==> src/rtl/priority_enc_4_2.sv <==
// Combinational 4-to-2 priority encoder: highest set line wins, err flags multi-hot input.
// Everything is forced to zero when en is low.
module priority_enc_4_2 (
    input  logic       en,
    input  logic [3:0] d,
    output logic [1:0] y_c,
    output logic       v_c,
    output logic       err_c
);

    always_comb begin
        y_c   = 2'd0;
        v_c   = 1'b0;
        err_c = 1'b0;
        if (en) begin
            v_c = |d;
            if (d[3])      y_c = 2'd3;
            else if (d[2]) y_c = 2'd2;
            else if (d[1]) y_c = 2'd1;
            else           y_c = 2'd0;
            // Clearing the lowest set bit leaves a residue only when two or more bits are set.
            err_c = (d & (d - 4'd1)) != 4'd0;
        end
    end

endmodule

==> src/rtl/encoder_4_2_pipe.sv <==
// Valid/ready wrapped 4-to-2 priority encoder with a 2-entry result FIFO
// and a saturating count of accepted multi-hot words.
module encoder_4_2_pipe #(
    parameter int unsigned CNT_W = 8
) (
    input  logic             clk,
    input  logic             rst_n,
    input  logic             in_valid,
    output logic             in_ready,
    input  logic [3:0]       d,
    input  logic             en,
    output logic             out_valid,
    input  logic             out_ready,
    output logic [1:0]       y,
    output logic             v,
    output logic             err,
    output logic [CNT_W-1:0] err_cnt
);

    typedef enum logic [1:0] {
        ST_EMPTY = 2'd0,
        ST_ONE   = 2'd1,
        ST_FULL  = 2'd2
    } state_t;

    typedef struct packed {
        logic [1:0] y;
        logic       v;
        logic       err;
    } entry_t;

    localparam logic [CNT_W-1:0] CNT_MAX = '1;

    state_t           state_q, state_d;
    entry_t           head_q, head_d;
    entry_t           tail_q, tail_d;
    entry_t           enc_c;
    logic [CNT_W-1:0] cnt_q, cnt_d;
    logic             in_ready_q, in_ready_d;
    logic             out_valid_q, out_valid_d;
    logic             accept_c;
    logic             pop_c;

    priority_enc_4_2 u_enc (
        .en    (en),
        .d     (d),
        .y_c   (enc_c.y),
        .v_c   (enc_c.v),
        .err_c (enc_c.err)
    );

    assign accept_c = in_valid && in_ready_q;
    assign pop_c    = out_valid_q && out_ready;

    // Next-state: head register doubles as the output register and is zero when empty.
    always_comb begin
        state_d = state_q;
        head_d  = head_q;
        tail_d  = tail_q;
        cnt_d   = cnt_q;

        if (accept_c && enc_c.err && (cnt_q != CNT_MAX)) begin
            cnt_d = cnt_q + CNT_W'(1);
        end

        case (state_q)
            ST_EMPTY: begin
                if (accept_c) begin
                    state_d = ST_ONE;
                    head_d  = enc_c;
                end
            end
            ST_ONE: begin
                if (accept_c && pop_c) begin
                    head_d = enc_c;
                end else if (accept_c) begin
                    state_d = ST_FULL;
                    tail_d  = enc_c;
                end else if (pop_c) begin
                    state_d = ST_EMPTY;
                    head_d  = '0;
                end
            end
            ST_FULL: begin
                if (pop_c) begin
                    state_d = ST_ONE;
                    head_d  = tail_q;
                    tail_d  = '0;
                end
            end
            default: begin
                state_d = ST_EMPTY;
                head_d  = '0;
                tail_d  = '0;
            end
        endcase

        in_ready_d  = (state_d != ST_FULL);
        out_valid_d = (state_d != ST_EMPTY);
    end

    always_ff @(posedge clk or negedge rst_n) begin
        if (!rst_n) begin
            state_q     <= ST_EMPTY;
            head_q      <= '0;
            tail_q      <= '0;
            cnt_q       <= '0;
            in_ready_q  <= 1'b1;
            out_valid_q <= 1'b0;
        end else begin
            state_q     <= state_d;
            head_q      <= head_d;
            tail_q      <= tail_d;
            cnt_q       <= cnt_d;
            in_ready_q  <= in_ready_d;
            out_valid_q <= out_valid_d;
        end
    end

    assign in_ready  = in_ready_q;
    assign out_valid = out_valid_q;
    assign y         = head_q.y;
    assign v         = head_q.v;
    assign err       = head_q.err;
    assign err_cnt   = cnt_q;

endmodule

==> config.mk <==
export PLATFORM = sky130hd
export DESIGN_NAME = encoder_4_2_pipe
export DESIGN_NICKNAME = d
export VERILOG_FILES = /design/src/rtl/priority_enc_4_2.sv /design/src/rtl/encoder_4_2_pipe.sv
export SDC_FILE = /design/constraint.sdc
export NUM_CORES = 1
export LEC_CHECK = 0
export CORE_UTILIZATION = 49
export DETAILED_ROUTE_END_ITERATION = 12
export GPL_TIMING_DRIVEN = 0
export PLACE_DENSITY = 0.85
export SLEW_MARGIN = 40
export SYNTH_ARGS = -nofsm -noshare
export SYNTH_HDL_FRONTEND = slang
export SYNTH_SLANG_ARGS = --single-unit
==> constraint.sdc <==
create_clock -name clk -period 1.87 [get_ports clk]
set_input_delay 0.374 -clock clk [delete_from_list [all_inputs] [get_ports clk]]
set_output_delay 0.374 -clock clk [all_outputs]
set_load 0.005 [all_outputs]
### Word level (Yosys, flattened, before mapping)

Cells that the tools add are included.

* register bits after elaboration: 20
* input port bits: 9
* output and inout bits: 14
* word-level logic and storage cells: 55

* add/subtract/negate cells: 2
* eq/ne operators: 10
* mux-type cells: 20
* bitwise gates (word level): 2
* reduce and logical (&&, ||, !) cells: 11

Operators with widths (count)
* $mux W4: 6
* $pmux W4 S3: 2
* $mux W2: 8
* $ne A2 B2 Y1 const B: 5
* $add A8 B1 Y8 const B: 1
* $ne A8 B8 Y1 const B: 1
* $reduce_and A4 Y1: 2
* $ne A3 B3 Y1 const B: 2
* $pmux W2 S3: 1
* $logic_and A1 B1 Y1: 5
* $and A4 B4 Y4: 1
* $reduce_bool A4 Y1: 1
* $reduce_or A4 Y1: 1
* $sub A4 B1 Y4 const B: 1
* $mux W1: 3
* $eq A2 B1 Y1 const B: 1
* $eq A2 B2 Y1 const B: 1
* $logic_not A2 Y1: 1
* $reduce_bool A2 Y1: 1
* $not A1 Y1: 1

### Longest topological paths before layout

* depth after elaboration: 7
* mapped depth: 5
* mapped depth without buffers: 5

### Hierarchy

From an unflattened synthesis, not the netlist that was laid out.

* cells, all modules: 100
* area total of the unflattened synthesis: 1084.8 um2

By module, submodules not included
* encoder_4_2_pipe: times used 1, cells an instance 93, area an instance 1028.5 um2, sequential area each 501.7 um2
* priority_enc_4_2: times used 1, cells an instance 7, area an instance 56.3 um2, sequential area each 0.0 um2

### Worst setup path after synthesis

Ideal clock, no wire load.

* path type: flip-flop to flip-flop
* from: reg in_ready_q (netlist: in_ready)
* to: reg cnt_q[6] (netlist: err_cnt[6])
* setup time: 0.125 ns
* arrival: 1.382 ns
* data required time: 1.745 ns
* slack: 0.363 ns
* stages on the path, launching flop included: 5
* buffers on the path: 0
* clock period less this slack: 1.507 ns
* cell sequence: dfstp_2 -> and3_4 -> o211ai_4 -> nor3_2 -> mux2_4

* word-level cells in the longest chain between the ends: 3

Ends and longest elaborated chain
* from (decl): RTL line encoder_4_2_pipe.sv:39 `logic in_ready_q, in_ready_d;`
* from (signal assigned): RTL line encoder_4_2_pipe.sv:115 `in_ready_q <= in_ready_d;`
* $logic_and A1 B1 Y1: RTL line encoder_4_2_pipe.sv:52 `assign accept_c = in_valid && in_ready_q;`
* $logic_and A1 B1 Y1 (2 in a row): RTL line encoder_4_2_pipe.sv:62 `if (accept_c && enc_c.err && (cnt_q != CNT_MAX)) begin`
* to (signal assigned): RTL line encoder_4_2_pipe.sv:114 `cnt_q <= cnt_d;`
* to (decl): RTL line encoder_4_2_pipe.sv:38 `logic [CNT_W-1:0] cnt_q, cnt_d;`

Every way passes these cells.
A chain may end at the register's enable or synchronous reset.

### Final worst setup path

* from: reg in_ready_q (netlist: in_ready)
* to: out in_ready

RTL lines
* to (decl): RTL line encoder_4_2_pipe.sv:9 `output logic in_ready,`

No word-level cell between the ends.

==> impl_metrics.tcl <==
set metrics [dict create \
    run_status "finished with violations" \
    violations "negative hold slack" \
    antenna_cells 0 \
    row_count 16 \
    synth_cell_types 37 \
    critical_path_class "reg2out" \
    synth_edf_count 0 \
    worst_setup_path_end_kind "primary output" \
    drt_drc_violations_left 0 \
    final_max_slew_viol_count 0 \
    routed_wl_um 2210 \
    die-area_um2 2370 \
    maxSlewHeadroom_pct 55.2 \
    globalRouteOverflowTotal 0 \
    synth_area_leaders "dfrtp_1 (44%), xor2_1 (4.9%), o21ai_0 (4.2%)" \
    path_buf_inv 1 \
    min_period_over_period_pct 96.5 \
    synth-compound-area-share_pct 18.7 \
    ys_ff_latch 20 \
    start_util_pct 53.4 \
    ys_seq_area_share_pct 47.0 \
    powerDensity_nw_per_um2 1280 \
    gp_congestion 0.884 \
    grt_start_max_net_pins 21 \
    crit_family "flip-flops" \
    cpMaxStageDelayCell "dfstp_2" \
    grt_usage_pct 20.6 \
    grt_pass1_wl_um 3770 \
    fin_setup_tns_ps 0 \
    yosys.area.top_type "dfrtp_1" \
    htree_levels 1 \
    dpl.hpwl_um 1640 \
    post_drt_wl_per_cell_um 13.8 \
    cp.arrival_ps 1430 \
    dr.pass1.iters 4 \
    synth_flop_cell "dfrtp_1" \
    startpoint_type "register" \
    maxCapViolations 0 \
    placed_cell_area_um2 1320 \
    fin_area_um2 1350 \
    cts_tree "built" \
    synth_top_area_share_pct 44.5 \
    syn_inst 107 \
    portBuffers 22 \
    numCtsBuffers 3 \
    required_ps 1500 \
    dp_worst_setup_slack_ps -222 \
    clk_latency_ps 290 \
    hold_path.class "in2async" \
    die_h_um 48.7 \
    max_freq_ghz 0.554 \
    clock_skew_ps 5.54 \
    power.leakage_nw 0.558 \
    cpPeakStageDelay_ps 620 \
    final_nets 144 \
    synthMuxAreaShare_pct 3.75 \
    drt-initial-drc-count 22 \
    fin_cells 160 \
    synth_most_common_cell "dfrtp_1" \
    place_inst 156 \
    clkTransAtPathRegs_ps 110 \
    worst_pin_slew_ps 671 \
    rsz0062_at_grt "no" \
    peakVddDrop_uv 709 \
    cts-root-buf "clkbuf_4" \
    area.growth.synth_to_final_pct 26.7 \
    synth_commonest_cells "dfrtp_1 (19), o21ai_0 (9), nand2_1 (7), nand3_1 (7)" \
    setup_viol 0 \
    antenna_found_initial 0 \
    layout_setup_ws_ps 65.2 \
    vias 946 \
    crit_path_cell_trace "clkdlybuf4s50_1" \
    fill_cells 165 \
    hold_violations 8 \
    grt_pass1_vias 908 \
    antenna_left 0 \
    clockBufferDepth 2 \
    synth_area_per_cell_um2 9.99 \
    dieWidth_um 48.7 \
    cts.sinks 20 \
    synthArstFlopShare_pct 100 \
    cts_setup_buffers 0 \
    hold_slack_ps -5.20 \
    ys_warn_count 0 \
    synth_area_um2 1070 \
    core_area_um2 2000 \
    critical_path.max_fanout 8 \
    drive_above_1_share_pct 12.0 \
    fin_crit_ps 1800 \
    synth_top_family_by_area "simple AND/OR/NAND/NOR gates" \
    synth-simple-area-share_pct 20.6 \
    viasPerCell 5.91 \
    syn_nets 117 \
    ios 23 \
    synthAdderAreaFrac_pct 2.22 \
    synth_xor_area_share_pct 4.92 \
]
-- cell type report --
cell class	count	area [um2]	area share (%)
buffer	4	15.0	1.11
clock buffer	4	36.3	2.68
inverter	4	15.0	1.11
multi-input combinational	79	537	39.6
sequential	20	502	37.1
tap	27	33.8	2.50
timing repair buffer	22	215	15.9
-- cell families (layout without fill, tap and decap cells) --
family / count (synthesis) / count (layout)
XOR/XNOR: 6 / 6
flip-flops: 20 / 20
buffers and inverters: 8 / 34
AO/OA/AOI/OAI: 29 / 29
AND/OR/NAND/NOR: 39 / 39
multiplexers: 3 / 3
adder cells (fa/ha/maj): 2 / 2
-- where the power goes --
part,switching [mW],total [mW],internal (mW),leakage [nW]
Clock,0.128,0.247,0.119,0.0210
Sequential,0.163,0.755,0.592,0.254
Combinational,0.337,0.734,0.396,0.283
Total,0.629,1.74,1.11,0.558
-- cells in the final DEF (no fill, tap or decap), types with 2 or more instances in the layout --
cell,n
clkdlybuf4s50_1,21
a21oi_1,6
o221ai_1,3
a2bb2oi_1,2
nand3_1,7
dfrtp_1,19
nor2_1,5
xor2_1,6
nor3_1,4
o21ai_0,8
a21boi_0,2
clkbuf_1,3
mux2_4,2
nor4_1,3
a31oi_1,2
clkbuf_4,3
nand2b_1,2
nand2_1,7
nor3b_1,2
inv_1,4
-- layer usage --
layer | global-route usage (%) | wire length, um | vias to the layer above
met5 | 0 | 0 | -
met4 | 9.80 | 29 | 0
met3 | 4.40 | 89 | 4
met2 | 35.6 | 1120 | 20
met1 | 24.0 | 963 | 473
li1 | - | - | 449
-- stage by stage --
stage | utilization [%] | total power, mW
3_3_place_gp | 66.1 | 1.46
6_report | 67.6 | 1.74
4_1_cts | 67.6 | 1.75
2_1_floorplan | - | 1.15
3_5_place_dp | 65.8 | 1.49
5_1_grt | 67.6 | 1.85
-- timing repair --
action	CTS	global route
hold buffers	0	0
endpoints found under the setup margin	0	1
gates resized for setup	0	1
-- flip-flops by register name (all words and copies together), names as in the netlist --
register   cells
err            1
err_cnt        8
in_ready       1
out_valid      1
state_q        2
tail_q         4
v              1
y              2
-- final timing paths --
check | slack, ps | depth (start not counted) | start | to
setup / recovery | 70 | 1 | in_ready | in_ready
hold / removal | -5 | 1 | rst_n | tail_q[2]
setup reg to reg | 200 | 5 | state_q[1] | y[1]
hold reg to reg | 500 | 2 | y[0] | y[0]
max in group asynchronous | 1540 | 1 | rst_n | in_ready
min in group clk | 500 | 2 | y[0] | y[0]
Note: power is estimated with default switching activity, not from simulation.
